File: config.mk
export PLATFORM = sky130hd
export DESIGN_NAME = sin_sample_gen
export DESIGN_NICKNAME = d
export VERILOG_FILES = /design/src/rtl/sin_gen_pkg.sv /design/src/rtl/sin_lut.sv /design/src/rtl/sin_sample_gen.sv
export SDC_FILE = /design/constraint.sdc
export NUM_CORES = 1
export LEC_CHECK = 0
export CAP_MARGIN = 20
export CORE_MARGIN = 2
export CORE_UTILIZATION = 60
export DETAILED_ROUTE_END_ITERATION = 6
export PLACE_DENSITY = 0.82
export RECOVER_POWER = 25
export SLEW_MARGIN = 30
export SYNTH_ARGS = -nofsm -noshare
export SYNTH_HDL_FRONTEND = slang
export SYNTH_SLANG_ARGS = --single-unit
export TNS_END_PERCENT = 10
File: constraint.sdc
create_clock -name clk_i -period 3.7 [get_ports clk_i]
set_input_delay 0.74 -clock clk_i [delete_from_list [all_inputs] [get_ports clk_i]]
set_output_delay 0.74 -clock clk_i [all_outputs]
set_load 0.02 [all_outputs]
File: src/rtl/sin_gen_pkg.sv
// sin_gen_pkg: shared constants and the FSM state type for the
// DDS sample generator (sin_lut, sin_sample_gen).
package sin_gen_pkg;

   localparam int DW     = 12;
   localparam int DEPTH  = 256;
   localparam int QDEPTH = 65;
   localparam int OFFSET = 2047;

   typedef enum logic [1:0] {
      IDLE,
      ADDR,
      HOLD
   } state_t;

endpackage

File: src/rtl/sin_lut.sv
// sin_lut: combinational sine ROM, offset-binary 12-bit codes.
// Ports: addr (8-bit phase index) in, code (DW) out.
// Macro SIN_QUARTER_LUT_EN: 65-entry quarter table + symmetry fold;
// undefined: full 256-entry table. Both give identical codes.
module sin_lut
   import sin_gen_pkg::*;
(
   input  logic [7:0]    addr,
   output logic [DW-1:0] code
);

`ifdef SIN_QUARTER_LUT_EN

   localparam logic [DW-1:0] QTAB [0:QDEPTH-1] = '{
      12'd0,    12'd50,   12'd100,  12'd151,
      12'd201,  12'd251,  12'd300,  12'd350,
      12'd399,  12'd449,  12'd497,  12'd546,
      12'd594,  12'd642,  12'd690,  12'd737,
      12'd783,  12'd830,  12'd875,  12'd920,
      12'd965,  12'd1009, 12'd1052, 12'd1095,
      12'd1137, 12'd1179, 12'd1219, 12'd1259,
      12'd1299, 12'd1337, 12'd1375, 12'd1411,
      12'd1447, 12'd1483, 12'd1517, 12'd1550,
      12'd1582, 12'd1614, 12'd1644, 12'd1674,
      12'd1702, 12'd1729, 12'd1756, 12'd1781,
      12'd1805, 12'd1828, 12'd1850, 12'd1871,
      12'd1891, 12'd1910, 12'd1927, 12'd1944,
      12'd1959, 12'd1973, 12'd1986, 12'd1997,
      12'd2008, 12'd2017, 12'd2025, 12'd2032,
      12'd2037, 12'd2041, 12'd2045, 12'd2046,
      12'd2047
   };

   logic [6:0]    idx;
   logic          neg;
   logic [DW-1:0] mag;

   // Fold the 256-point circle onto the first quadrant:
   // mirror in quadrants 1/3, negate in the lower half.
   always_comb begin
      idx = '0;
      neg = 1'b0;
      unique case (1'b1)
         (addr <= 8'd64): begin
            idx = addr[6:0];
         end
         (addr >= 8'd65 && addr <= 8'd128): begin
            idx = 7'(8'd128 - addr);
         end
         (addr >= 8'd129 && addr <= 8'd192): begin
            idx = 7'(addr - 8'd128);
            neg = 1'b1;
         end
         default: begin
            idx = 7'(9'd256 - {1'b0, addr});
            neg = 1'b1;
         end
      endcase
   end

   assign mag  = QTAB[idx];
   assign code = neg ? DW'(OFFSET) - mag
                     : DW'(OFFSET) + mag;

`else

   localparam logic [DW-1:0] FULL [0:DEPTH-1] = '{
      12'd2047, 12'd2097, 12'd2147, 12'd2198,
      12'd2248, 12'd2298, 12'd2347, 12'd2397,
      12'd2446, 12'd2496, 12'd2544, 12'd2593,
      12'd2641, 12'd2689, 12'd2737, 12'd2784,
      12'd2830, 12'd2877, 12'd2922, 12'd2967,
      12'd3012, 12'd3056, 12'd3099, 12'd3142,
      12'd3184, 12'd3226, 12'd3266, 12'd3306,
      12'd3346, 12'd3384, 12'd3422, 12'd3458,
      12'd3494, 12'd3530, 12'd3564, 12'd3597,
      12'd3629, 12'd3661, 12'd3691, 12'd3721,
      12'd3749, 12'd3776, 12'd3803, 12'd3828,
      12'd3852, 12'd3875, 12'd3897, 12'd3918,
      12'd3938, 12'd3957, 12'd3974, 12'd3991,
      12'd4006, 12'd4020, 12'd4033, 12'd4044,
      12'd4055, 12'd4064, 12'd4072, 12'd4079,
      12'd4084, 12'd4088, 12'd4092, 12'd4093,
      12'd4094, 12'd4093, 12'd4092, 12'd4088,
      12'd4084, 12'd4079, 12'd4072, 12'd4064,
      12'd4055, 12'd4044, 12'd4033, 12'd4020,
      12'd4006, 12'd3991, 12'd3974, 12'd3957,
      12'd3938, 12'd3918, 12'd3897, 12'd3875,
      12'd3852, 12'd3828, 12'd3803, 12'd3776,
      12'd3749, 12'd3721, 12'd3691, 12'd3661,
      12'd3629, 12'd3597, 12'd3564, 12'd3530,
      12'd3494, 12'd3458, 12'd3422, 12'd3384,
      12'd3346, 12'd3306, 12'd3266, 12'd3226,
      12'd3184, 12'd3142, 12'd3099, 12'd3056,
      12'd3012, 12'd2967, 12'd2922, 12'd2877,
      12'd2830, 12'd2784, 12'd2737, 12'd2689,
      12'd2641, 12'd2593, 12'd2544, 12'd2496,
      12'd2446, 12'd2397, 12'd2347, 12'd2298,
      12'd2248, 12'd2198, 12'd2147, 12'd2097,
      12'd2047, 12'd1997, 12'd1947, 12'd1896,
      12'd1846, 12'd1796, 12'd1747, 12'd1697,
      12'd1648, 12'd1598, 12'd1550, 12'd1501,
      12'd1453, 12'd1405, 12'd1357, 12'd1310,
      12'd1264, 12'd1217, 12'd1172, 12'd1127,
      12'd1082, 12'd1038, 12'd995,  12'd952,
      12'd910,  12'd868,  12'd828,  12'd788,
      12'd748,  12'd710,  12'd672,  12'd636,
      12'd600,  12'd564,  12'd530,  12'd497,
      12'd465,  12'd433,  12'd403,  12'd373,
      12'd345,  12'd318,  12'd291,  12'd266,
      12'd242,  12'd219,  12'd197,  12'd176,
      12'd156,  12'd137,  12'd120,  12'd103,
      12'd88,   12'd74,   12'd61,   12'd50,
      12'd39,   12'd30,   12'd22,   12'd15,
      12'd10,   12'd6,    12'd2,    12'd1,
      12'd0,    12'd1,    12'd2,    12'd6,
      12'd10,   12'd15,   12'd22,   12'd30,
      12'd39,   12'd50,   12'd61,   12'd74,
      12'd88,   12'd103,  12'd120,  12'd137,
      12'd156,  12'd176,  12'd197,  12'd219,
      12'd242,  12'd266,  12'd291,  12'd318,
      12'd345,  12'd373,  12'd403,  12'd433,
      12'd465,  12'd497,  12'd530,  12'd564,
      12'd600,  12'd636,  12'd672,  12'd710,
      12'd748,  12'd788,  12'd828,  12'd868,
      12'd910,  12'd952,  12'd995,  12'd1038,
      12'd1082, 12'd1127, 12'd1172, 12'd1217,
      12'd1264, 12'd1310, 12'd1357, 12'd1405,
      12'd1453, 12'd1501, 12'd1550, 12'd1598,
      12'd1648, 12'd1697, 12'd1747, 12'd1796,
      12'd1846, 12'd1896, 12'd1947, 12'd1997
   };

   assign code = FULL[addr];

`endif

endmodule

File: src/rtl/sin_sample_gen.sv
// sin_sample_gen: DDS sine sample source with valid/ready output.
// Ports: clk_i, rst_i (async active-low), en_i, fcw_i (PW) in;
// sample_o (DW), valid_o, underrun_o out; ready_i in.
// Table build selected by SIN_QUARTER_LUT_EN (see sin_lut).
module sin_sample_gen
   import sin_gen_pkg::state_t,
          sin_gen_pkg::IDLE,
          sin_gen_pkg::ADDR,
          sin_gen_pkg::HOLD;
#(
   parameter int DW  = 12,
   parameter int PW  = 16,
   parameter int DIV = 1000
)
(
   input  logic          clk_i,
   input  logic          rst_i,
   input  logic          en_i,
   input  logic [PW-1:0] fcw_i,
   output logic [DW-1:0] sample_o,
   output logic          valid_o,
   input  logic          ready_i,
   output logic          underrun_o
);

   localparam int CW = (DIV > 1) ? $clog2(DIV) : 1;

   logic [CW-1:0] cnt;
   logic          tick;
   logic [PW-1:0] phase;
   logic [7:0]    addr;
   logic [DW-1:0] rom_code;
   logic          load;
   logic          hs;
   state_t        state;
   state_t        state_nxt;

   assign tick = en_i && (cnt == CW'(DIV - 1));
   assign hs   = valid_o && ready_i;

   always_ff @(posedge clk_i or negedge rst_i) begin
      if (!rst_i) begin
         cnt <= '0;
      end else if (!en_i || tick) begin
         cnt <= '0;
      end else begin
         cnt <= cnt + 1'b1;
      end
   end

   // Phase advances on every tick, even when the sample
   // is dropped, so the output frequency stays exact.
   always_ff @(posedge clk_i or negedge rst_i) begin
      if (!rst_i) begin
         phase <= '0;
         addr  <= '0;
      end else if (tick) begin
         addr  <= phase[PW-1 -: 8];
         phase <= phase + fcw_i;
      end
   end

   always_ff @(posedge clk_i or negedge rst_i) begin
      if (!rst_i) begin
         state <= IDLE;
      end else begin
         state <= state_nxt;
      end
   end

   always_comb begin
      state_nxt  = state;
      load       = 1'b0;
      underrun_o = 1'b0;
      unique case (state)
         IDLE: begin
            if (tick) begin
               state_nxt = ADDR;
            end
         end
         ADDR: begin
            load      = 1'b1;
            state_nxt = HOLD;
         end
         HOLD: begin
            if (hs) begin
               state_nxt = tick ? ADDR : IDLE;
            end else if (tick) begin
               underrun_o = 1'b1;
            end
         end
         default: begin
            state_nxt = IDLE;
         end
      endcase
   end

   always_ff @(posedge clk_i or negedge rst_i) begin
      if (!rst_i) begin
         sample_o <= '0;
      end else if (load) begin
         sample_o <= rom_code;
      end
   end

   // Decoded from the state register only; ready_i
   // never reaches valid_o combinationally.
   assign valid_o = (state == HOLD);

   sin_lut u_lut (
      .addr (addr),
      .code (rom_code)
   );

endmodule
# Word level (Yosys, flattened, before mapping)

Memories as Yosys holds them, arrays and structs flattened. A register that Yosys moved wholly into a read port is not among the register bits.
Cells that the tools add are included.

Register bits: 36
ROM bits: 3072
Input port bits: 20
Output and inout bits: 14
Logic and storage cells: 29
Memories kept: 1

$add $sub $neg: 2
Eq/ne operators: 5
Multiplexer cells: 9
Bitwise logic cells: 1
Reduce and logical (&&, ||, !) cells: 7

Memories:

| name             | words | width | rd ports | clocked after memory_dff | wr ports | line           | text |
|---|---|---|---|---|---|---|---|
| (name not given) | 256   | 12    | 1        | 1                        | 0        | sin_lut.sv:134 | `assign code = FULL[addr];` |

Operators by type and width:

| cell                                                 | number |
|---|---|
| adder 16 bit                                         | 1 |
| adder 10 x 1 -> 10 bit (second input constant)       | 1 |
| equality test 10 bit (second input constant)         | 1 |
| 2-to-1 mux 10 bit                                    | 1 |
| inverter 8 -> 9 bit                                  | 1 |
| one-hot mux 2 bit (3 select lines)                   | 1 |
| 2-to-1 mux 1 bit                                     | 5 |
| 2-to-1 mux 2 bit                                     | 2 |
| equality test 2 x 1 -> 1 bit (second input constant) | 1 |
| equality test 2 bit (second input constant)          | 1 |
| logical AND 1 bit                                    | 2 |
| zero test 1 bit                                      | 2 |
| zero test 2 bit                                      | 1 |
| != test 2 x 1 -> 1 bit (second input constant)       | 1 |
| != test 2 bit (second input constant)                | 1 |
| AND reduction 2 bit                                  | 1 |
| logical OR 1 bit                                     | 1 |

# Longest topological paths before layout

Gate-level depths: netlist (run 1).

Depth in word-level cells: 5
Gate-level depth with buffers: 11

# Modules after synthesis

A second synthesis (run 1) with hierarchy kept.

Cells, all modules: 752
Area total of the unflattened synthesis: 5637.9 µm²

Modules (own cells, without submodules):

| module         | times used | cells an instance | area each (µm²) |
|---|---|---|---|
| sin_lut        | 1          | 497               | 2974.1 |
| sin_sample_gen | 1          | 255               | 2663.8 |

# Least setup slack after synthesis (run 1)

No wires, ideal clock.

Kind: flip-flop to flip-flop
Start: reg addr[0]
End: reg sample_o[2]
Setup time: 0.082 ns
Arrival time: 2.666 ns
Required time: 3.618 ns
Path slack: 0.952 ns
Stages on the path, launching flop included: 10
Cells stage by stage: dfrtp_1 clkbuf_1 inv_1 ha_1 nor2b_1 or4_1 o311ai_1 a2111oi_1 or4_1 a31oi_1

Longest elaborated chain between the ends: 1

RTL lines:

| element                                   | line                 | text |
|---|---|---|
| start: declaration                        | sin_sample_gen.sv:31 | `logic [7:0] addr;` |
| start signal: assignment                  | sin_sample_gen.sv:58 | `addr <= phase[PW-1 -: 8];` |
| inverter 8 -> 9 bit (not written as such) | sin_lut.sv:134       |  |
| end: declaration                          | sin_sample_gen.sv:20 | `output logic [DW-1:0] sample_o,` |

No other way between the ends.
A chain may end at the register's enable or synchronous reset.

# Final worst setup path (run 1)

Start: reg cnt[5]
End: out underrun_o

Longest elaborated chain between the ends: 5

RTL lines:

| element                  | line                 | text |
|---|---|---|
| start: declaration       | sin_sample_gen.sv:28 | `logic [CW-1:0] cnt;` |
| start signal: assignment | sin_sample_gen.sv:47 | `cnt <= cnt + 1'b1;` |
| equality test 10 bit     | sin_sample_gen.sv:38 | `assign tick = en_i && (cnt == CW'(DIV - 1));` |
| logical AND 1 bit        | sin_sample_gen.sv:38 |  |
| 2-to-1 mux 1 bit         | sin_sample_gen.sv:88 | `end else if (tick) begin` |
| 2-to-1 mux 1 bit         | sin_sample_gen.sv:86 | `if (hs) begin` |
| 2-to-1 mux 1 bit         | sin_sample_gen.sv:75 | `unique case (state)` |
| end: declaration         | sin_sample_gen.sv:23 | `output logic underrun_o` |

No other way between the ends.

==> metrics.md, run 1 <==
| Metric | Value |
|---|---|
| Global-route wire length before repair | `~35000 um` |
| Fin Clk Skew | `about 0.024 ns` |
| Slowest cell delay on critical path | `0.63 ns` |
| Hold_sp | `cnt[0]` |
| Most frequent cells in the layout | `85 x nand2_1, 71 x o21ai_0, 60 x nor2_1` |
| Port Buffer Count | `33` |
| Clk root buf | `clkbuf_8` |
| Proportion of synthesized chip area in sequential cells | `20.3%` |
| H-tree depth | `2` |
| # hold bufs at CTS | `0` |
| RSZ-0062 raised after global routing | `no` |
| Crit. End Element | `output pin` |
| Xor and xnor area share after synthesis | `2.66%` |
| Largest net degree at the start of global routing | `71` |
| CORE AREA | `0.00968 mm2` |
| Share of layout cells above drive strength 1 | `7.76%` |
| Switching share of total power | `24.1%` |
| Iter 0 DRT Violations | `approximately 1100` |
| Yosys reg bits | `48` |
| Clock share of power | `37.8%` |
| Synth Area in Simple Gates | `25.0%` |
| Yosys cell types | `71` |
| CP delay by family, top | `simple AND/OR/NAND/NOR gates` |
| Top_reg_cell synth | `dfrtp_1` |
| Remaining Overflow, GRT | `0` |
| Gate Count Post-Synth | `808` |
| Via density | `7.39` |
| Vias in the first global route | `6235` |
| Worst skew pair latency | `0.33 ns` |
| Syn-to-layout area delta | `7.86%` |
| Vias post-DR | `around 7000` |
| Cells after DPL | `between 900 and 1000` |
| Initial antenna violation count | `1` |
| Largest family of logic cells by synthesized area | `compound AO/OA/AOI/OAI gates` |
| Worst setup SP type | `flop` |
| Cell breakdown of the critical path | `nand4_1 > nor4_1 > nand2_1 > nor2_1 > clkdlybuf4s50_1` |
| Final Setup Violations | `0` |
| Post-synthesis mux area share | `between 4 and 5%` |
| Nets | `848` |
| TritonCTS Buffers | `5` |
| CTS tree | `done` |
| Critical path type | `flop to output pin` |
| Reg power frac | `between 50% and 60%` |
| Hold Path Class | `flop to flop` |
| Wirelength per Cell | `24.3 um` |
| Status | `finished, violations left` |
| FFs w/ async S/R, synth | `100%` |
| Max Cap Viol | `1` |
| Clock sink count | `48` |
| Initial Utilization | `61.2%` |
| Final Max Slew Viols | `39` |
| WL final | `22700 um` |
| Comb power frac | `7.3%` |
| Mapped Area | `0.00592 mm2` |
| Post-CTS resize count | `0` |
| Maximum root-to-sink buffer count | `2` |
| Die X | `roughly 100 um` |
| Final std cells w/o fill | `932` |
| Net Sw Power | `approximately 0.00023 W` |
| Post-synthesis adder-cell area fraction | `6.46%` |
| Setup TNS Final | `0 ns` |
| Min Hold Slack | `~0.47 ns` |
| Detail Placement HPWL | `16200 um` |
| Leak | `2.47 nW` |
| Die ar. | `between 0.01 and 0.015 mm2` |
| Row Count | `36` |
| Crit-path max FO | `6` |
| Final period util | `85.8%` |
| N_diodes | `0` |
| Fmax | `315 MHz` |
| Commonest non-fill, non-tap cell in the layout | `nand2_1` |
| Tot GR Track Use | `43.1%` |
| CP Launch Point | `cnt[5]` |
| CP max-delay cell | `clkdlybuf4s50_1` |
| Peak VDD IR | `0.224 mV` |
| Avg Synthesized Cell Area | `7.33 um2` |
| PwrDens | `151 mW/mm2` |
| Final hold violations | `0` |
| Failing checks | `capacitance limit, slew limit` |
| Slew HR | `-44.6%` |
| Post-CTS Setup Repair Bufs | `0` |
| Critical path buffer and inverter count | `1` |
| Post-synth EDFFs | `0` |
| Syn nets | `approximately 860` |
| Die Y | `around 100 um` |
| Critical Path AT | `between 2 and 2.5 ns` |
| Clock Pin Slew Worst Setup and Hold Paths | `0.11 ns` |
| Compound-gate portion of the synthesized area | `around 34%` |
| Internal | `around 0.00073 W` |
| Slew @ Worst Pin | `2.17 ns` |
| Syn. warnings | `0` |
| GP Congestion | `1.07` |
| Worst EP required | `2.96 ns` |
| TritonRoute pass-1 iters | `6` |
| Min Tclk post-route | `3.17 ns` |
| Critical R2R Launch | `addr[1]` |
| Post-route ant nets | `0` |
| # IOs | `34` |
| DRC | `0` |
-- kinds of logic (layout without fill, tap and decap cells) --
kind of cell	after synthesis	after routing
compound gates	301	301
xor+xnor	18	18
fa+ha+maj	30	30
buf+inv	92	83
flops	48	48
mux	21	21
simple gates	298	298
-- worst paths after layout --
kind / endpoint / slack [ns] / depth (start not counted)
max in group asynchronous: addr[4] / 1.24 / 1
setup / recovery: underrun_o / 0.53 / 5
hold reg to reg: cnt[0] / 0.47 / 1
setup reg to reg: sample_o[3] / 0.71 / 8
hold / removal: cnt[0] / 0.47 / 1
min in group asynchronous: sample_o[2] / 1.02 / 1
-- synthesized netlist by cell type (6+ instances only) --
cell / instances / area [um2]
xor2_1: 10 / 87.6
o22ai_1: 6 / 37.5
mux2_2: 11 / 124
o311ai_0: 13 / 114
o21ai_0: 71 / 355
o31ai_1: 10 / 75.1
o211ai_1: 24 / 180
inv_1: 15 / 56.3
xnor2_1: 8 / 70.1
mux2i_1: 7 / 70.1
clkbuf_1: 34 / 128
buf_2: 31 / 155
a311oi_1: 14 / 123
nor2b_1: 14 / 87.6
o311a_1: 7 / 70.1
a21oi_1: 52 / 260
buf_1: 6 / 22.5
nor2_1: 60 / 225
and3_1: 6 / 37.5
nor3_1: 19 / 95.1
a31oi_1: 24 / 150
and2_1: 7 / 43.8
a21o_1: 11 / 82.6
ha_1: 29 / 363
nand2_1: 85 / 319
nand2b_1: 30 / 188
nor3b_1: 10 / 75.1
dfrtp_1: 48 / 1200
nor4b_1: 6 / 52.6
a211oi_1: 19 / 143
nand3_1: 31 / 155
-- power by group through the flow --
stage / combinational, W / sequential, W / clock [W]
2_1_floorplan: 0.0000303 / 0.000539 / 0
3_3_place_gp: 0.0000675 / 0.000539 / 0
3_5_place_dp: 0.0000713 / 0.000539 / 0
4_1_cts: 0.0000711 / 0.000529 / 0.000362
5_1_grt: 0.0000790 / 0.000530 / 0.000384
6_report: 0.0000707 / 0.000529 / 0.000364
-- worst register-to-register path, delay by kind of cell, from the launching register on --
family                   cells  cell delay [ns]
AO/OA/AOI/OAI                3             0.84
adder cells (fa/ha/maj)      1             0.63
buffers and inverters        1             0.28
flip-flops                   1             0.35
AND/OR/NAND/NOR              3             0.75
-- metal layers --
layer,share of wire (%),vias up,routed length [um],global-route usage (%)
met2,43,548,9820,63.6
li1,-,3032,-,-
met1,38,3196,8610,56.1
met5,0,-,0,0
met3,13,113,2930,13.6
met4,5.8,0,1320,23.3
-- state kept, by name (all words and copies together), names as in the netlist --
register  count
addr          8
cnt          10
phase        16
sample_o     12
state         2
-- stage by stage --
stage                     setup WS, ns  total power, W  util, %  instance area, um2
after floorplan                  0.952        0.000569        -                5920
after global placement           0.582        0.000606     65.0                6290
after detailed placement         0.513        0.000611     65.0                6290
after CTS                        0.525        0.000962     66.0                6390
after global routing             0.391        0.000993     66.0                6390
final                            0.525        0.000963     66.0                6390
-- final cells by class --
cell class,instances,area (um2)
Fill cell,839,3290
Tap cell,133,166
Timing Repair Buffer,59,544
Inverter,16,60.1
Multi-Input combinational cell,668,4310
Sequential cell,48,1210
Clock buffer,8,100
Note: power is estimated with default switching activity, not from simulation.
==> run 2, diff against run 1 <==
--- a/config.mk
+++ b/config.mk
@@ -5,6 +5,7 @@
 export SDC_FILE = /design/constraint.sdc
 export NUM_CORES = 1
 export LEC_CHECK = 0
+export ABC_AREA = 1
 export CAP_MARGIN = 20
 export CORE_MARGIN = 2
 export CORE_UTILIZATION = 60
==> run 2 against run 1 <==
  * The run ends with DRC, capacitance limit, slew limit left
  * Synthesized cell count grew 23%
  * Setup slack gained 0.14 ns
  * Final cell count grew 20%
  * Flip-flop and latch count is the same
  * Sequential power grew 5.1%
  * Global-route usage grew 3.7 points
  * Clock-buffer cell count shrank 3
  * Clock skew shrank 0.0042 ns
  * Final area shrank 4.6%
  * Critical path depth grew 6
  * Critical endpoint is now sample_o[2]
  * Routed wire length grew 0.11%
==> metrics.md, run 2 <==
| Metric | Value |
|---|---|
| Number of filler cells placed in the layout | `884 (+5.4%)` |
| Die X | `101 um (-2.6%)` |
| Nets | `1055 (+24%)` |
| Peak VDD IR | `0.215 mV (-4.0%)` |
| Slew HR | `-71.8% (-27 points)` |
| Fin Clk Skew | `0.0194 ns (-0.00418 ns)` |
| GR Util met3 | `18.8% (+5.2 points)` |
| Most frequent cells in the layout | `368 x nand2_1, 120 x nand3_1, 114 x nor2_1` |
| Top-area cell type share of the netlist area | `24.6% (+4.3 points)` |
| Maximum root-to-sink buffer count | `2 (unchanged)` |
| Final std cells w/o fill | `1117 (+20%)` |
| # hold bufs at CTS | `0 (unchanged)` |
| Syn-to-layout area delta | `8.58%` |
| Commonest non-fill, non-tap cell in the layout | `nand2_1` |
| FFs w/ async S/R, synth | `100% (unchanged)` |
| DRC | `24 (+24)` |
| Worst skew pair latency | `0.33 ns (about the same)` |
| Initial antenna violation count | `1 (unchanged)` |
| Avg Synthesized Cell Area | `5.67 um2 (-23%)` |
| Max reg flops | `16 (unchanged)` |
| Largest area contributor in the netlist | `nand2_1` |
| Top Usage Layer GRT | `met2` |
| CP Launch Point | `addr[1]` |
| Multi-input logic area | `0.00388 mm2 (-10%)` |
| PwrDens | `267 mW/mm2 (+77%)` |
| Vias in the first global route | `6717 (+7.7%)` |
| Post-CTS Setup Repair Bufs | `0 (unchanged)` |
| Via density | `6.36 (-14%)` |
| Critical path type | `flop to flop` |
| WL final | `22700 um (+0.11%)` |
| Most instantiated cells after synthesis | `368 x nand2_1, 120 x nand3_1, 114 x nor2_1, 77 x inv_1, 64 x o21ai_0` |
| Max Cap Viol | `1 (unchanged)` |
| Gate Count Post-Synth | `990 (+23%)` |
| Top_reg_cell synth | `dfrtp_1` |
| Cells after DPL | `1109 (+20%)` |
| Setup TNS Final | `0 ns (unchanged)` |
| Post-route ant nets | `0 (unchanged)` |
| Iter 0 DRT Violations | `1255 (+16%)` |
| RSZ-0062 raised after global routing | `no` |
| Share of layout cells above drive strength 1 | `3.28% (-4.5 points)` |
| Mapped Area | `0.00561 mm2 (-5.3%)` |
| Leak | `3.26 nW (+32%)` |
| # IOs | `34 (unchanged)` |
| Clk root buf | `clkbuf_8` |
| Yosys reg bits | `48 (unchanged)` |
| Failing checks | `DRC, capacitance limit, slew limit` |
| GP Congestion | `1.14 (+6.6%)` |
| Critical Path AT | `3.26 ns (+0.83 ns)` |
| Grt met1 use | `54.8% (-1.3 points)` |
| Yosys cell types | `36 (-49%)` |
| CORE AREA | `0.00915 mm2 (-5.5%)` |
| Post-synth EDFFs | `0 (unchanged)` |
| PnR worst setup slack | `0.664 ns (+0.139 ns)` |
| Clock Pin Slew Worst Setup and Hold Paths | `0.11 ns (about the same)` |
| TritonRoute pass-1 iters | `7 (+1)` |
| R2R depth | `11 (+3)` |
| Port Buffer Count | `33 (unchanged)` |
| TritonCTS Buffers | `5 (unchanged)` |
| Reg-to-reg endpoint | `sample_o[2]` |
| Register area | `0.00120 mm2 (-0.42%)` |
| Slew @ Worst Pin | `2.58 ns (+0.407 ns)` |
| Wirelength per Cell | `20.3 um (-16%)` |
| Post-CTS resize count | `0 (unchanged)` |
| N_diodes | `0 (unchanged)` |
| Crit-path max FO | `12 (+6)` |
| Die Y | `101 um (-2.6%)` |
| Proportion of synthesized chip area in sequential cells | `21.4% (+1.1 points)` |
| Global-route wire length before repair | `35800 um (+2.2%)` |
| Initial Utilization | `61.3% (+0.15 points)` |
| Tot GR Track Use | `46.8% (+3.7 points)` |
| Worst EP required | `3.92 ns (+0.96 ns)` |
| Final Setup Violations | `0 (unchanged)` |
| Syn. warnings | `0 (unchanged)` |
| Hold EP | `cnt[0]` |
| Remaining Overflow, GRT | `0 (unchanged)` |
| Met2 layer usage reported by global route | `69.1% (+5.6 points)` |
| Detail Placement HPWL | `16000 um (-1.2%)` |
| Row Count | `35 (-2.8%)` |
| Hold Path Class | `flop to flop` |
| Count leader, synth | `nand2_1` |
| Hold depth | `1 (unchanged)` |
| Largest net degree at the start of global routing | `54 (-24%)` |
| Crit. End Element | `flop` |
| Clock sink count | `48 (unchanged)` |
| Final core utilization | `66.6% (+0.61 points)` |
| Top Registers | `phase (16), sample_o (12), cnt (10)` |
| Top cells by area, synth | `nand2_1 25%, dfrtp_1 21%, nand3_1 11%, nor2_1 7.6%, ha_1 6.5%` |
| Vias post-DR | `7108 (+3.2%)` |
| Largest Register | `phase` |
| Die ar. | `0.0101 mm2 (-5.1%)` |
| Min Tclk post-route | `3.04 ns (-0.139 ns)` |
| Final Max Slew Viols | `49 (+26%)` |
| Fmax | `329 MHz (+4.6%)` |
| H-tree depth | `2 (unchanged)` |
| Worst setup SP type | `flop` |
| Final period util | `82.1% (-3.8 points)` |
| Hold_sp | `cnt[0]` |
| Syn nets | `1040 (+21%)` |
| CTS tree | `done` |
| Critical R2R Launch | `addr[1]` |
| Final hold violations | `0 (unchanged)` |
| Setup WS pre-CTS | `0.730 ns (+0.217 ns)` |
| Status | `finished, violations left` |
| Reg2Reg Setup Slack | `0.66 ns (-0.05 ns)` |
-- run 2: layer usage --
layer / wire [um] / part of all wire, %
met4: 2040 / 9.0
met3: 3490 / 15
met5: 0 / 0
met1: 7700 / 34
met2: 9470 / 42
-- run 2: cells by family after synthesis --
logic type               Yosys count  synth area share, %
XOR/XNOR                           8                 1.25
flip-flops                        48                 21.4
adder cells (fa/ha/maj)           30                 6.82
AND/OR/NAND/NOR                  642                 47.4
AO/OA/AOI/OAI                    144                 13.6
buffers and inverters            118                 9.50
-- run 2: final cells by class --
cell class / instances / share of cell area, %
clock buffer: 5 / 1.13
inverter: 79 / 4.87
timing repair buffer: 47 / 7.25
multi-input combinational: 824 / 63.6
clock inverter: 3 / 1.13
tap: 111 / 2.28
sequential: 48 / 19.7
-- run 2: how the worst max path moves through the flow --
| stage | endpoint | slack, ns | cells after the start |
|---|---|---|---|
| finish | sample_o[2] | 0.66 | 11 |
| global route | addr[4] | 0.41 | 1 |
| CTS | underrun_o | 0.72 | 5 |
| detailed placement | underrun_o | 0.73 | 5 |
| global placement | underrun_o | 0.78 | 5 |
| floorplan | phase[10] | 1.62 | 10 |
-- run 2: power by group --
group	switching [W]	leakage, nW	internal, W
combinational	0.000419	2.55	0.000173
sequential	0.0000179	0.634	0.000538
clock	0.000209	0.0687	0.000272
total	0.000646	3.26	0.000984
-- run 2: critical path, stage by stage (launching register included) --
cell     delay, ns
dfrtp_1       0.51
inv_1         0.39
ha_1          0.27
inv_1         0.07
nand2_1       0.19
nand2_1       0.10
o21ai_0       0.89
nor2_1        0.15
nor2_1        0.14
nand3_1       0.07
nand3_1       0.09
nand3_1       0.08
-- run 2: per-stage QoR --
stage	instance area, um2	total power (W)	hold WS [ns]
after CTS	6100	0.00158	0.438
after global routing	6090	0.00170	0.485
after detailed placement	5960	0.00111	0.456
final	6090	0.00163	0.467
after global placement	5960	0.00111	0.450
after floorplan	5610	0.000936	0.433
